**src/rtl/cn_seq_driver.sv**
```systemverilog
// Run-length command sequencer that drives the c/n inputs of a downstream CN flip-flop.
// Optional shadow checking of q_fb is enabled by defining CN_DRV_CHECK_EN (adds the err port).
module cn_seq_driver #(
    parameter int LEN_W = 4
) (
    input  logic             clk,
    input  logic             rst,
    input  logic             cmd_valid,
    output logic             cmd_ready,
    input  logic [1:0]       cmd_op,
    input  logic [LEN_W-1:0] cmd_len,
    input  logic             q_fb,
    output logic             c,
    output logic             n,
    output logic             busy,
    output logic             done
`ifdef CN_DRV_CHECK_EN
    ,
    output logic             err
`endif
);

    typedef enum logic {
        IDLE = 1'b0,
        RUN  = 1'b1
    } state_e;

    typedef enum logic [1:0] {
        OP_HOLD   = 2'd0,
        OP_SET    = 2'd1,
        OP_CLEAR  = 2'd2,
        OP_TOGGLE = 2'd3
    } op_e;

    state_e           state_q, state_d;
    op_e              op_q, op_d;
    logic [LEN_W-1:0] cnt_q, cnt_d;

    always_ff @(posedge clk) begin
        if (rst) begin
            state_q <= IDLE;
            op_q    <= OP_HOLD;
            cnt_q   <= '0;
        end else begin
            state_q <= state_d;
            op_q    <= op_d;
            cnt_q   <= cnt_d;
        end
    end

    always_comb begin
        state_d   = state_q;
        op_d      = op_q;
        cnt_d     = cnt_q;
        cmd_ready = 1'b0;
        c         = 1'b0;
        n         = 1'b0;
        busy      = 1'b0;
        done      = 1'b0;
        case (state_q)
            IDLE: begin
                cmd_ready = 1'b1;
                if (cmd_valid) begin
                    state_d = RUN;
                    op_d    = op_e'(cmd_op);
                    cnt_d   = cmd_len;
                end
            end
            RUN: begin
                busy = 1'b1;
                case (op_q)
                    OP_SET:    begin c = 1'b1; n = 1'b1;  end
                    OP_CLEAR:  begin c = 1'b1; n = 1'b0;  end
                    OP_TOGGLE: begin c = 1'b1; n = ~q_fb; end
                    default:   begin c = 1'b0; n = 1'b0;  end
                endcase
                // Final cycle: a command accepted here chains straight into the next run.
                if (cnt_q == '0) begin
                    done      = 1'b1;
                    cmd_ready = 1'b1;
                    if (cmd_valid) begin
                        op_d  = op_e'(cmd_op);
                        cnt_d = cmd_len;
                    end else begin
                        state_d = IDLE;
                    end
                end else begin
                    cnt_d = cnt_q - LEN_W'(1);
                end
            end
            default: state_d = IDLE;
        endcase
    end

`ifdef CN_DRV_CHECK_EN
    logic qexp_q, qexp_d;
    logic qvalid_q, qvalid_d;
    logic err_q, err_d;

    always_ff @(posedge clk) begin
        if (rst) begin
            qexp_q   <= 1'b0;
            qvalid_q <= 1'b0;
            err_q    <= 1'b0;
        end else begin
            qexp_q   <= qexp_d;
            qvalid_q <= qvalid_d;
            err_q    <= err_d;
        end
    end

    // Shadow copy of the downstream flop; mismatch is only meaningful once it has been loaded.
    always_comb begin
        qexp_d   = qexp_q;
        qvalid_d = qvalid_q;
        err_d    = err_q;
        if (qvalid_q && (q_fb != qexp_q)) begin
            err_d = 1'b1;
        end
        if (c) begin
            qexp_d   = n;
            qvalid_d = 1'b1;
        end
    end

    assign err = err_q;
`endif

endmodule
```
**config.mk**
```make
export PLATFORM = sky130hd
export DESIGN_NAME = cn_seq_driver
export DESIGN_NICKNAME = d
export VERILOG_FILES = /design/src/rtl/cn_seq_driver.sv
export SDC_FILE = /design/constraint.sdc
export NUM_CORES = 1
export LEC_CHECK = 0
export BUFFER_PORTS_ARGS = -buffer_cell sky130_fd_sc_hd__clkbuf_2
export CAP_MARGIN = 25
export CELL_PAD_IN_SITES_DETAIL_PLACEMENT = 1
export CELL_PAD_IN_SITES_GLOBAL_PLACEMENT = 2
export CORE_MARGIN = 2
export CORE_UTILIZATION = 29
export CTS_BUF_LIST = sky130_fd_sc_hd__clkbuf_8
export DETAILED_ROUTE_END_ITERATION = 12
export PLACE_DENSITY_LB_ADDON = 0.15
export RECOVER_POWER = 25
export SETUP_SLACK_MARGIN = 0.05
export SYNTH_ARGS = -nofsm -noshare
export SYNTH_HDL_FRONTEND = slang
export SYNTH_SLANG_ARGS = --single-unit
```
**constraint.sdc**
```tcl
create_clock -name clk -period 3.92 [get_ports clk]
set_input_delay 0.588 -clock clk [delete_from_list [all_inputs] [get_ports clk]]
set_output_delay 0.588 -clock clk [all_outputs]
set_load 0.05 [all_outputs]
```
# Word level (Yosys, flattened, before mapping)
# Cells that the tools add are included.
dict set report totals {
  input_bits 10
  ff_bits 7
  ram_bits 0
  out_inout_bits 5
  latch_bits 0
  n_memories 0
  rom_bits 0
  elab_cells 29
}
dict set report op_classes {
  mux 17
  n_reduce_logical 2
  div_mod_pow 0
  n_shift 0
  magnitude_cmp 0
  n_bitwise 2
  multipliers 0
  n_addsub 1
  n_eq_ne 4
}
# cell n
set ops {}
lappend ops {{two-way mux 1 bit} 8}
lappend ops {{two-way mux 4 bit} 2}
lappend ops {{case mux 4 bit (2 select lines)} 1}
lappend ops {{case mux 1 bit (2 select lines)} 3}
lappend ops {{equality test 2 bit (second input constant)} 2}
lappend ops {{zero test 4 bit} 1}
lappend ops {{two-way mux 2 bit} 2}
lappend ops {{case mux 2 bit (2 select lines)} 1}
lappend ops {{subtractor 4 x 1 -> 4 bit (second input constant)} 1}
lappend ops {{OR reduction 3 bit} 1}
lappend ops {{equality test 2 x 1 -> 1 bit (second input constant)} 1}
lappend ops {{inequality test 2 x 1 -> 1 bit (second input constant)} 1}
lappend ops {{inverter 1 bit} 2}

# Logic depth before layout (Yosys ltp)
dict set report depth {
  ltp_word 4
  mapped_depth 5
  ltp_nobuf 5
}

# Least setup slack after synthesis
# Ideal clock, no wire load.
dict set report synth_timing {
  kind {register to output}
  from {register state_q}
  to {output n}
  path_slack_ps 1581
  path_buffers 1
  path_stages_with_launch 4
  required_time_ps 3332
  arrival_time_ps 1751
  cell_sequence {dfxtp_1 -> clkbuf_1 -> nand2_1 -> a21oi_1}
}
dict set report synth_via {
  elab_chain_cells 1
}
# item line_no
set synth_rtl {}
lappend synth_rtl {{from (decl)} 35} ;# state_e state_q, state_d;
lappend synth_rtl {{from (signal assigned)} 45} ;# state_q <= state_d;
lappend synth_rtl {{two-way mux 1 bit} 60} ;# case (state_q)
lappend synth_rtl {{to (decl)} 14} ;# output logic n,
# No other way between the ends.

# Worst setup path in the final report
dict set report layout_timing {
  from {register cnt_q[0]}
  to {output cmd_ready}
}
dict set report layout_via {
  elab_chain_cells 3
}
# item line_no
set layout_rtl {}
lappend layout_rtl {{from (decl)} 37} ;# logic [LEN_W-1:0] cnt_q, cnt_d;
lappend layout_rtl {{from (signal assigned)} 47} ;# cnt_q <= cnt_d;
lappend layout_rtl {{zero test 4 bit} 78} ;# if (cnt_q == '0) begin
lappend layout_rtl {{two-way mux 1 bit} 78}
lappend layout_rtl {{case mux 1 bit (2 select lines)} 60}
lappend layout_rtl {{to (decl)} 9} ;# output logic cmd_ready,
# No other way between the ends.

==> metrics.cfg <==
[timing]
transition_time_of_the_tightest_slew_check_pin_ns=0.3394
grt_setup_unrepaired=no
clock_skew_ns=0.0008106
final_min_period_over_clock_period_pct=60.14
hold_viol=0
relSlewSlack_pct=77.34
clock.fmax_ghz=0.4242
fin_crit_ns=2.358
setup_viol_count_final=0
final.setup.tns_ns=0
final_max_slew_viol_count=0

[die]
num_io_pins=15
die_area_um2=1727
floorplan.initialDensity_pct=31.05
fp.dieW_um=41.56
die_y_extent_um=41.56
core_region_area_um2=1318
row_count=13

[clock_tree]
number_of_clock_buffers_inserted_by_tritoncts=3
ctsLongestPathBuffers=2
ctsResizeCount=0
clkSlewWorstSetupHoldPaths_ns=0.04
cts_sinks=7
htreeDepth=1
tritoncts_clock_tree=yes
cts-hold-fix-buffers=0
clock_root_buffer=sky130_fd_sc_hd__clkbuf_8
worstSkewPairLatency_ns=0.23
post-cts-setup-buffer-count=0

[global_routing]
grt_max_degree=10
grt_use_total_pct=13.13
wire_length_of_the_first_global_routing_pass_um=1676
globalRoute.totalOverflow=0
first_global_vias=358
antenna_found_initial=0

[detailed_routing]
vias=385
drtPass1Iterations=2
routed_wire_length_per_instance_um=13.19
totalWireLength_um=1016
antenna_left=0
remaining_drc_errors=0
drt_iter0_drc=3
drt-vias-per-instance=5.000

[outcome]
outcome=finished, final reports clean

[power_and_ir_drop]
max-vdd-ir-drop_mv=0.1701
p_leak_uw=0.0002506
power-per-cell-area_nw_per_um2=484.6

[setup_path]
critPathSlowestCell=sky130_fd_sc_hd__or3b_1
highest_net_fanout_along_the_worst_path=5
nature_of_the_critical_path_endpoint=output port
critical_path.max_stage_delay_ns=0.44
cp.required_ns=3.33
worst_setup_path_start_kind=flop
data_arrival_at_the_endpoint_of_the_critical_path_ns=1.77
cp_cell_sequence=inv_1 > ha_1 > or3b_1 > nand2_1 > clkbuf_2
worst-setup-path-type=flop to output port

[cells_and_area]
finish.cell_count_without_fillers=77
final_cell_area_um2=529.3
multiInputGateArea_um2=240.2
mostFrequentLayoutCell=sky130_fd_sc_hd__clkbuf_2
share_of_layout_cells_above_drive_strength_1_pct=32.26
num_antenna_cells=0
layout_common_cells=sky130_fd_sc_hd__clkbuf_2 (14), sky130_fd_sc_hd__dfxtp_1 (7), sky130_fd_sc_hd__mux2i_1 (6), sky130_fd_sc_hd__inv_1 (5)
finish.net_count=74
syn2layout_area_growth_pct=29.36
final_layout_fill_cell_count=163
ff_latch_area_um2=140.1

[placed_design]
buffers_on_ports=14
placement_stage_cell_area_um2=486.7
place.detailed.instances=73
dp_wirelength_um=780.5
globalplace.congestion=0.6293

[min_path]
worst_hold_path_type=flop to flop

[logic_synthesis]
synth.avg_cell_area_um2=8.705
synthesis.area_um2=409.1
ys_seq_elements=7
sequential_cell_area_fraction_in_the_yosys_report_pct=34.25
ys_warn_count=0
mappedNetlistNets=58
yosysUniqueCellTypes=22
syn_inst=47

[run]
max_capacitance_violation_count=0

## flip-flops by register name, summed over array words and instances (netlist names)
name     flops
cnt_q        4
op_q         2
state_q      1
## report_power, final
group | internal (uW) | switching (uW)
Combinational | 25.8 | 38.5
Clock | 68.1 | 35.9
Sequential | 78.9 | 9.27
## worst paths after layout
path	from	end	slack, ns	cells past startpoint
setup / recovery	cnt_q[0]$_SDFF_PP0_	cmd_ready	1.56	5
hold / removal	op_q[1]$_SDFFE_PP0P_	op_q[1]$_SDFFE_PP0P_	0.50	2
setup reg to reg	cnt_q[0]$_SDFF_PP0_	op_q[0]$_SDFFE_PP0P_	2.40	5
hold reg to reg	op_q[1]$_SDFFE_PP0P_	op_q[1]$_SDFFE_PP0P_	0.50	2
## logic make-up after synthesis
logic type      Yosys count  share of synthesized area [%]
compound gates            9                          16.82
xor+xnor                  1                          2.141
fa+ha+maj                 1                          3.058
buf+inv                   7                          6.421
flops                     7                          34.25
mux                       6                          14.68
simple gates             16                          22.63
## synthesized netlist by cell type
master / count / area [um2]
sky130_fd_sc_hd__buf_1: 1 / 3.750
sky130_fd_sc_hd__nor2_1: 4 / 15.01
sky130_fd_sc_hd__a211oi_2: 1 / 12.51
sky130_fd_sc_hd__nor3b_1: 1 / 7.510
sky130_fd_sc_hd__or3b_4: 1 / 11.26
sky130_fd_sc_hd__mux2i_1: 6 / 60.06
sky130_fd_sc_hd__a311oi_1: 1 / 8.760
sky130_fd_sc_hd__clkbuf_1: 2 / 7.510
sky130_fd_sc_hd__nand2b_1: 4 / 25.02
sky130_fd_sc_hd__nor3_1: 2 / 10.01
sky130_fd_sc_hd__and3_4: 1 / 11.26
sky130_fd_sc_hd__a21o_1: 1 / 7.510
sky130_fd_sc_hd__dfxtp_1: 7 / 140.1
sky130_fd_sc_hd__xnor2_1: 1 / 8.760
sky130_fd_sc_hd__nand3_1: 1 / 5.000
sky130_fd_sc_hd__a21oi_1: 3 / 15.01
sky130_fd_sc_hd__nand2_1: 2 / 7.510
sky130_fd_sc_hd__inv_1: 4 / 15.01
sky130_fd_sc_hd__a211oi_1: 1 / 7.510
sky130_fd_sc_hd__a221oi_1: 1 / 8.760
sky130_fd_sc_hd__ha_1: 1 / 12.51
sky130_fd_sc_hd__a21oi_2: 1 / 8.760
## area by class of cell
class	count	area share, %
clock buffers	3	7.801
clock inverters	1	0.7092
well taps	15	3.546
flip-flops and latches	7	26.48
multi-input cells	33	45.39
inverters	4	2.837
repair buffers	14	13.24
## worst max-delay path, delay by kind of cell, from the launching register on
family | cells | cell delay, ns
simple gates | 2 | 0.64
buf+inv | 2 | 0.39
flops | 1 | 0.31
fa+ha+maj | 1 | 0.21
## stage by stage
| stage | utilization (%) | setup WS (ns) | hold WS [ns] | total power (uW) |
|---|---|---|---|---|
| 3_3_place_gp | 36.94 | 1.856 | 0.4843 | 157.0 |
| 5_1_grt | 40.17 | 1.447 | 0.5179 | 272.6 |
| 6_report | 40.17 | 1.562 | 0.4966 | 256.5 |
| 3_5_place_dp | 36.94 | 1.818 | 0.4943 | 156.5 |
| 2_1_floorplan | - | 1.581 | 0.4624 | 140.0 |
| 4_1_cts | 40.36 | 1.571 | 0.5001 | 261.7 |
## routing by layer
metal | part of all wire, % | global-route usage, % | vias up
li1 | - | - | 192
met4 | 1.2 | 7.742 | 0
met3 | 4.8 | 5.217 | 2
met1 | 47 | 15.38 | 181
met5 | 0 | 0 | -
met2 | 47 | 20.00 | 10
Note: power is estimated with default switching activity, not from simulation.
